==> config.mk <==
export PLATFORM = sky130hd
export DESIGN_NAME = bin_to_bcd
export DESIGN_NICKNAME = d
export VERILOG_FILES = /design/src/rtl/calc_pkg.sv /design/src/rtl/bcd_digit_adj.sv /design/src/rtl/bin_to_bcd.sv
export SDC_FILE = /design/constraint.sdc
export NUM_CORES = 1
export LEC_CHECK = 0
export BUFFER_PORTS_ARGS = -buffer_cell sky130_fd_sc_hd__buf_2
export CORE_MARGIN = 2
export CORE_UTILIZATION = 56
export DETAILED_ROUTE_END_ITERATION = 10
export GPL_TIMING_DRIVEN = 0
export PLACE_DENSITY = 0.87
export SLEW_MARGIN = 20
export SYNTH_ARGS = -nofsm -noshare
export SYNTH_HDL_FRONTEND = slang
export SYNTH_SLANG_ARGS = --single-unit
==> constraint.sdc <==
create_clock -name clk -period 1.7 [get_ports clk]
set_clock_uncertainty 0.15 [all_clocks]
set_input_delay 0.085 -clock clk [delete_from_list [all_inputs] [get_ports clk]]
set_output_delay 0.085 -clock clk [all_outputs]
set_load 0.01 [all_outputs]
==> src/rtl/calc_pkg.sv <==
// Shared types and constants for the binary-to-BCD converter.
package calc_pkg;

    typedef enum logic [1:0] {
        IDLE  = 2'd0,
        SHIFT = 2'd1,
        DONE  = 2'd2
    } bcd_state_t;

    localparam int unsigned DIGIT_W        = 4;
    localparam int unsigned BCD_ADJ_THRESH = 5;

    // 10^n, used to check at elaboration that DIGITS covers the input range
    function automatic logic [63:0] pow10(input int unsigned n);
        logic [63:0] r;
        r = 64'd1;
        for (int unsigned i = 0; i < n; i++) begin
            r = r * 64'd10;
        end
        return r;
    endfunction

endpackage

==> src/rtl/bcd_digit_adj.sv <==
// Double-dabble digit correction: adds 3 to a BCD digit of 5 or more before the shift.
module bcd_digit_adj
    import calc_pkg::*;
(
    input  logic [3:0] digit,
    output logic [3:0] adj_c
);

    always_comb begin
        adj_c = digit;
        if (digit >= DIGIT_W'(BCD_ADJ_THRESH)) begin
            adj_c = digit + DIGIT_W'(3);
        end
    end

endmodule

==> src/rtl/bin_to_bcd.sv <==
// Sequential binary-to-BCD converter (double-dabble, one bit per clock, MSB first).
// Define BIN_TO_BCD_SIGNED_EN to treat bin_in as two's complement and report sign_out.
module bin_to_bcd
    import calc_pkg::*;
#(
    parameter int unsigned DATA_W = 8,
    parameter int unsigned DIGITS = 3
) (
    input  logic                    clk,
    input  logic                    rst,
    input  logic                    start,
    input  logic [DATA_W-1:0]       bin_in,
    output logic                    busy,
    output logic                    done,
    output logic [DIGIT_W*DIGITS-1:0] bcd_out,
    output logic                    sign_out
);

    localparam int unsigned BCD_W = DIGIT_W * DIGITS;
    localparam int unsigned CNT_W = (DATA_W > 1) ? $clog2(DATA_W) : 1;

    if (pow10(DIGITS) <= ((64'd1 << DATA_W) - 64'd1)) begin : g_bad_digits
        $error("bin_to_bcd: DIGITS too small for DATA_W");
    end

    bcd_state_t          state;
    bcd_state_t          next_state;
    logic [BCD_W-1:0]    scratch;
    logic [BCD_W-1:0]    adj_c;
    logic [DATA_W-1:0]   operand;
    logic [DATA_W-1:0]   load_c;
    logic [CNT_W-1:0]    cnt;

    for (genvar g = 0; g < int'(DIGITS); g++) begin : g_adj
        bcd_digit_adj u_adj (
            .digit (scratch[g*DIGIT_W +: DIGIT_W]),
            .adj_c (adj_c[g*DIGIT_W +: DIGIT_W])
        );
    end

`ifdef BIN_TO_BCD_SIGNED_EN
    logic sign_pend;

    // Magnitude of a two's-complement input; the most negative value maps to 2^(DATA_W-1)
    assign load_c = bin_in[DATA_W-1] ? (~bin_in + DATA_W'(1)) : bin_in;

    always_ff @(posedge clk or negedge rst) begin
        if (!rst) begin
            sign_pend <= 1'b0;
            sign_out  <= 1'b0;
        end else begin
            if (state == IDLE && start) begin
                sign_pend <= bin_in[DATA_W-1];
            end
            if (state == DONE) begin
                sign_out <= sign_pend;
            end
        end
    end
`else
    assign load_c   = bin_in;
    assign sign_out = 1'b0;
`endif

    always_ff @(posedge clk or negedge rst) begin
        if (!rst) begin
            state <= IDLE;
        end else begin
            state <= next_state;
        end
    end

    always_comb begin
        next_state = state;
        case (state)
            IDLE:    if (start) next_state = SHIFT;
            SHIFT:   if (cnt == CNT_W'(DATA_W - 1)) next_state = DONE;
            DONE:    next_state = IDLE;
            default: next_state = IDLE;
        endcase
    end

    // Datapath and registered outputs; done and bcd_out update on leaving DONE
    always_ff @(posedge clk or negedge rst) begin
        if (!rst) begin
            scratch <= '0;
            operand <= '0;
            cnt     <= '0;
            busy    <= 1'b0;
            done    <= 1'b0;
            bcd_out <= '0;
        end else begin
            busy <= (next_state != IDLE);
            done <= 1'b0;
            case (state)
                IDLE: begin
                    if (start) begin
                        operand <= load_c;
                        scratch <= '0;
                        cnt     <= '0;
                    end
                end
                SHIFT: begin
                    {scratch, operand} <= {adj_c, operand} << 1;
                    cnt                <= cnt + CNT_W'(1);
                end
                DONE: begin
                    bcd_out <= scratch;
                    done    <= 1'b1;
                end
                default: ;
            endcase
        end
    end

endmodule

Word-level counts from Yosys, hierarchy flattened. Index checks and enable logic that the tools add are counted.

Register bits after elaboration: 39. Output and inout port bits: 15. Word-level logic and storage cells: 35. Bits of input ports: 11.

Mux-type cells: 13. Order comparisons: 3. Equality and inequality tests: 4. Reduce and logical (&&, ||, !) cells: 4. Add/sub/neg operators: 4.

Operators with widths (number): 12-bit case mux with 2 select lines (1); 8-bit case mux with 2 select lines (1); 4-bit by 3-bit greater-or-equal comparator with 1-bit output, second input constant (3); 12-bit two-way mux (1); 4-bit by 2-bit adder with 4-bit output, second input constant (2); 4-bit two-way mux (2); 8-bit two-way mux (1); 3-bit two-way mux (2); 3-bit case mux with 2 select lines (1); 2-bit two-way mux (2); 2-bit case mux with 2 select lines (1); 2-bit nonzero test (2); 3-bit by 1-bit adder with 3-bit output, second input constant (1); 3-bit by 2-bit adder with 3-bit output, second input constant (1); 3-bit == test, second input constant (1); 2-bit by 1-bit == test with 1-bit output, second input constant (1); 2-bit == test, second input constant (1); 2-bit logical NOT (1); 2-bit inequality test, second input constant (1); 2-bit AND reduction (1); 1-bit two-way mux (1).

Logic depth before layout (Yosys ltp).
Depth after elaboration: 4. Depth in mapped cells: 5.

Hierarchy. Synthesis repeated with hierarchy kept, for this count alone.

Cell total of the unflattened synthesis: 164. Area total of the unflattened synthesis: 1993.2 µm².

By module, submodules not included: bin_to_bcd (cells each 116, seq. area each 975.9 µm², instances 1, area each 1689.1 µm²); bcd_digit_adj (cells each 16, seq. area each 0.0 µm², instances 3, area each 101.3 µm²).

Worst setup path before layout. OpenSTA, ideal clock, no wires.

Path kind: flip-flop to flip-flop. From: register scratch[4]. To: register scratch[6]. Setup slack: 0.187 ns. Path buffers: 0. Arrival: 1.247 ns. Period minus slack after synthesis: 1.513 ns. Data required time: 1.434 ns. Cell stages (with the launch flop): 6. Cells stage by stage: dfrtp_1 inv_1 ha_1 nor2b_1 o21a_1 o311ai_0.

Word-level cells in the longest chain between the ends: 3. Elaborated cells between the ends (all ways): 4. Those cells by class: 1 x add/sub; 1 x order compare; 2 x mux.

Ends and longest elaborated chain: start: declaration (RTL line bin_to_bcd.sv:28) `logic [BCD_W-1:0] scratch;`; start signal: assignment (RTL line bin_to_bcd.sv:104) `{scratch, operand} <= {adj_c, operand} << 1;`; 4-bit by 2-bit adder with 4-bit output or 4-bit by 3-bit greater-or-equal comparator with 1-bit output (tied branches) (RTL line bcd_digit_adj.sv:12, bcd_digit_adj.sv:11); 4-bit two-way mux * (RTL line bcd_digit_adj.sv:11) `if (digit >= DIGIT_W'(BCD_ADJ_THRESH)) begin`; 12-bit case mux with 2 select lines * (RTL line bin_to_bcd.sv:95) `case (state)`.

Mark *: on every way between the ends. The rest lies on a longest branch, timed or not. A chain may end at the register's enable or synchronous reset.

Worst setup path after layout.
From: register scratch[5]. To: register scratch[5].

Word-level cells in the longest chain between the ends: 3.

Ends and longest elaborated chain (RTL line): 4-bit by 3-bit greater-or-equal comparator with 1-bit output (bcd_digit_adj.sv:11); 4-bit two-way mux (bcd_digit_adj.sv:11); 12-bit case mux with 2 select lines (bin_to_bcd.sv:95).

No other way between the ends.

==> results.py <==
metrics = {
    "status": {
        "status": "finished, final reports clean",
    },
    "synth": {
        "synth_fp_nets": 196,
        "synthCells": 177,
        "ys_ff_latch": 39,
        "synthesis.area_sq_mm": 0.001872,
        "synth_fa_ha_area_frac": 0.05348,
        "synth_compound_area_frac": 0.2193,
        "yosys_warnings": 0,
        "synth_xor_area_frac": 0.009358,
        "seq_area_frac_synth": 0.5214,
        "synthMuxAreaShare": 0,
        "synth_top_family_by_area": "compound AO/OA/AOI/OAI gates",
        "synth.distinct_cells": 29,
        "postSynthAreaPerCell_sq_um": 10.58,
        "yosys.area_share.simple": 0.1136,
    },
    "setup_path": {
        "slowest_stage": "dfrtp_1",
        "critPathMaxStageDelay_ps": 400,
        "cp-end-kind": "register",
        "required_ps": 1770,
        "critPathLaunchType": "register",
        "arrival_ps": 1700,
        "path_buf_inv": 1,
        "crit_fanout": 4,
        "cp_top_family": "flip-flops",
        "worstSetupPathType": "register to register",
        "crit_chain": "inv_1 -> ha_1 -> nor2b_1 -> o21a_2 -> o221ai_2",
    },
    "place": {
        "gp_routability_congestion": 0.8435,
        "io_buffers": 24,
        "place_hpwl_um": 2478,
        "placed_area_sq_mm": 0.002047,
    },
    "clocking": {
        "cts_made_buffers": 5,
        "clk_latency_ps": 350,
        "path_clk_slew_ps": 110,
        "cts.sinks": 39,
        "clock_path_buffers": 2,
        "htreeDepth": 2,
        "cts_root_buf": "clkbuf_4",
        "cts_tree": "yes",
    },
    "detailed_routing": {
        "vias": 1430,
        "drtAntennaViolNets": 0,
        "first_pass_iters": 4,
        "drt-initial-drc-count": 54,
        "wirelength_um": 3693,
        "vias_per_cell": 5.437,
        "drc": 0,
        "routedWlPerCell_um": 14.04,
    },
    "cells_and_area": {
        "mostFrequentLayoutCell": "dfrtp_1",
        "mostFrequentLayoutCells": "dfrtp_1 (39), nand2_1 (36), buf_2 (24), o21ai_0 (17), inv_1 (13)",
        "num_antenna_cells": 0,
        "fin_area_sq_mm": 0.002242,
        "nets": 237,
        "drive_above_1_share": 0.2511,
        "area_growth_pct": 19.79,
    },
    "floorplan": {
        "row_count": 20,
        "ioPinCount": 26,
        "die_y_um": 61.82,
        "die_w_um": 61.82,
        "coreArea_sq_mm": 0.003128,
        "die-area_sq_mm": 0.003821,
        "initial_core_util": 0.5984,
    },
    "global_routing": {
        "grt-ovfl-total": 0,
        "grt_pass1_wl_um": 6313,
        "grt_pass1_vias": 1438,
        "grt_antenna_before_repair": 0,
        "track_usage": 0.2307,
        "grt_max_degree": 40,
    },
    "power_and_ir_drop": {
        "switching_power_uw": 1598,
        "seq_power_share": 0.375,
        "clock_power_share": 0.158,
        "p_comb_frac": 0.467,
        "power_density_mw_per_mm2": 1833,
        "swShare": 0.3887,
        "peakVddDrop_mv": 0.9787,
        "p_leak_uw": 0.001084,
        "p_int_uw": 2513,
    },
    "timing": {
        "fin_crit_sh": 0.9589,
        "whs_ps": 15.57,
        "slew-limit-headroom": 0.4488,
        "hold_violations": 0,
        "setup_viol": 0,
        "fmax_mhz": 613.4,
        "tns_ps": 0,
        "min_period_ps": 1630,
        "tightest_slew_ps": 826.8,
        "drv_slew": 0,
    },
    "hold_path": {
        "hold_path.class": "primary input to register",
    },
    "job": {
        "cap_viol_max_count": 0,
    },
}
## registers in the layout, indices dropped and copies added, names as in the netlist
signal,cells
done,1
bcd_out,12
cnt,3
state,2
scratch,12
operand,8
busy,1
## power by group through the flow
stage	Clock, uW	Combinational, uW	Sequential (uW)
6_report	648	1920	1540
5_1_grt	712	2170	1590
4_1_cts	660	1870	1540
3_5_place_dp	0	1800	1560
3_3_place_gp	0	1740	1540
2_1_floorplan	0	1310	1570
## final timing paths
check / start / cells past startpoint / slack, ps / endpoint
min in group asynchronous: rst / 2 / 210 / bcd_out[1]
min reg2reg: bcd_out[0] / 2 / 330 / bcd_out[0]
min: bin_in[0] / 4 / 20 / operand[0]
max reg2reg: scratch[5] / 5 / 70 / scratch[5]
max in group asynchronous: rst / 2 / 670 / operand[2]
max: scratch[5] / 5 / 70 / scratch[5]
## cell usage after synthesis (all sizes together)
library cell  instances  area share
a21oi                 1      0.0027
a22o                  2      0.0094
a2bb2oi               1      0.0047
a31oi                 7       0.023
a32o                  3       0.016
and2                  1      0.0033
buf                   8       0.044
clkbuf                2      0.0053
conb                  1      0.0020
dfrtp                39        0.52
ha                    8       0.053
inv                  15       0.031
nand2                36       0.072
nand2b                2      0.0067
nor2                  7       0.014
nor2b                 4       0.017
o2111ai               6       0.028
o21a                  3       0.012
o21ai                17       0.045
o21bai                1       0.010
o221ai                3       0.024
o311ai                3       0.014
o31ai                 3       0.012
o32ai                 2       0.017
xnor2                 2      0.0094
## layer usage
layer | vias up | global-route usage | part of all wire
met5 | - | 0 | 0
met4 | 0 | 0.09422 | 0.014
met3 | 5 | 0.06625 | 0.042
met2 | 39 | 0.3880 | 0.49
met1 | 686 | 0.2788 | 0.46
li1 | 700 | - | -
## logic make-up after synthesis
group,count (synthesis)
buffers and inverters,25
other,1
DFF,39
xor gates and xnor gates,2
AOI/OAI and AO/OA,52
adders and majority gates,8
and+or+nand+nor,50
## worst min-delay path, stage by stage
cell and delay (ps):
buf_2 100, nand2_1 50, a2bb2oi_1 140, o21ai_0 90
## stage by stage
stage,utilization,total power [uW],worst slack (ps),instances
after global placement,0.6544,3285,30.76,245
after CTS,0.7132,4072,47.43,263
after floorplan,-,2885,187.1,177
final,0.7168,4111,69.79,263
after global routing,0.7168,4480,-20.56,263
after detailed placement,0.6544,3364,2.454,245
## cell type report
class                           instances  area, sq um
Buffer                                 10        92.59
Clock buffer                            6        51.30
Clock inverter                          2        35.03
Fill cell                             239        885.9
Inverter                               15        58.81
Multi-Input combinational cell        113        755.7
Sequential cell                        39        975.9
Tap cell                               44        55.05
Timing Repair Buffer                   34        217.7
## repair_timing
action | CTS | global route
hold endpoints to repair | 47 | 0
gates resized for setup | 2 | 5
setup buffers | 1 | 0
hold buffers | 9 | 0
setup endpoints to repair | 3 | 5
Note: power is estimated with default switching activity, not from simulation.
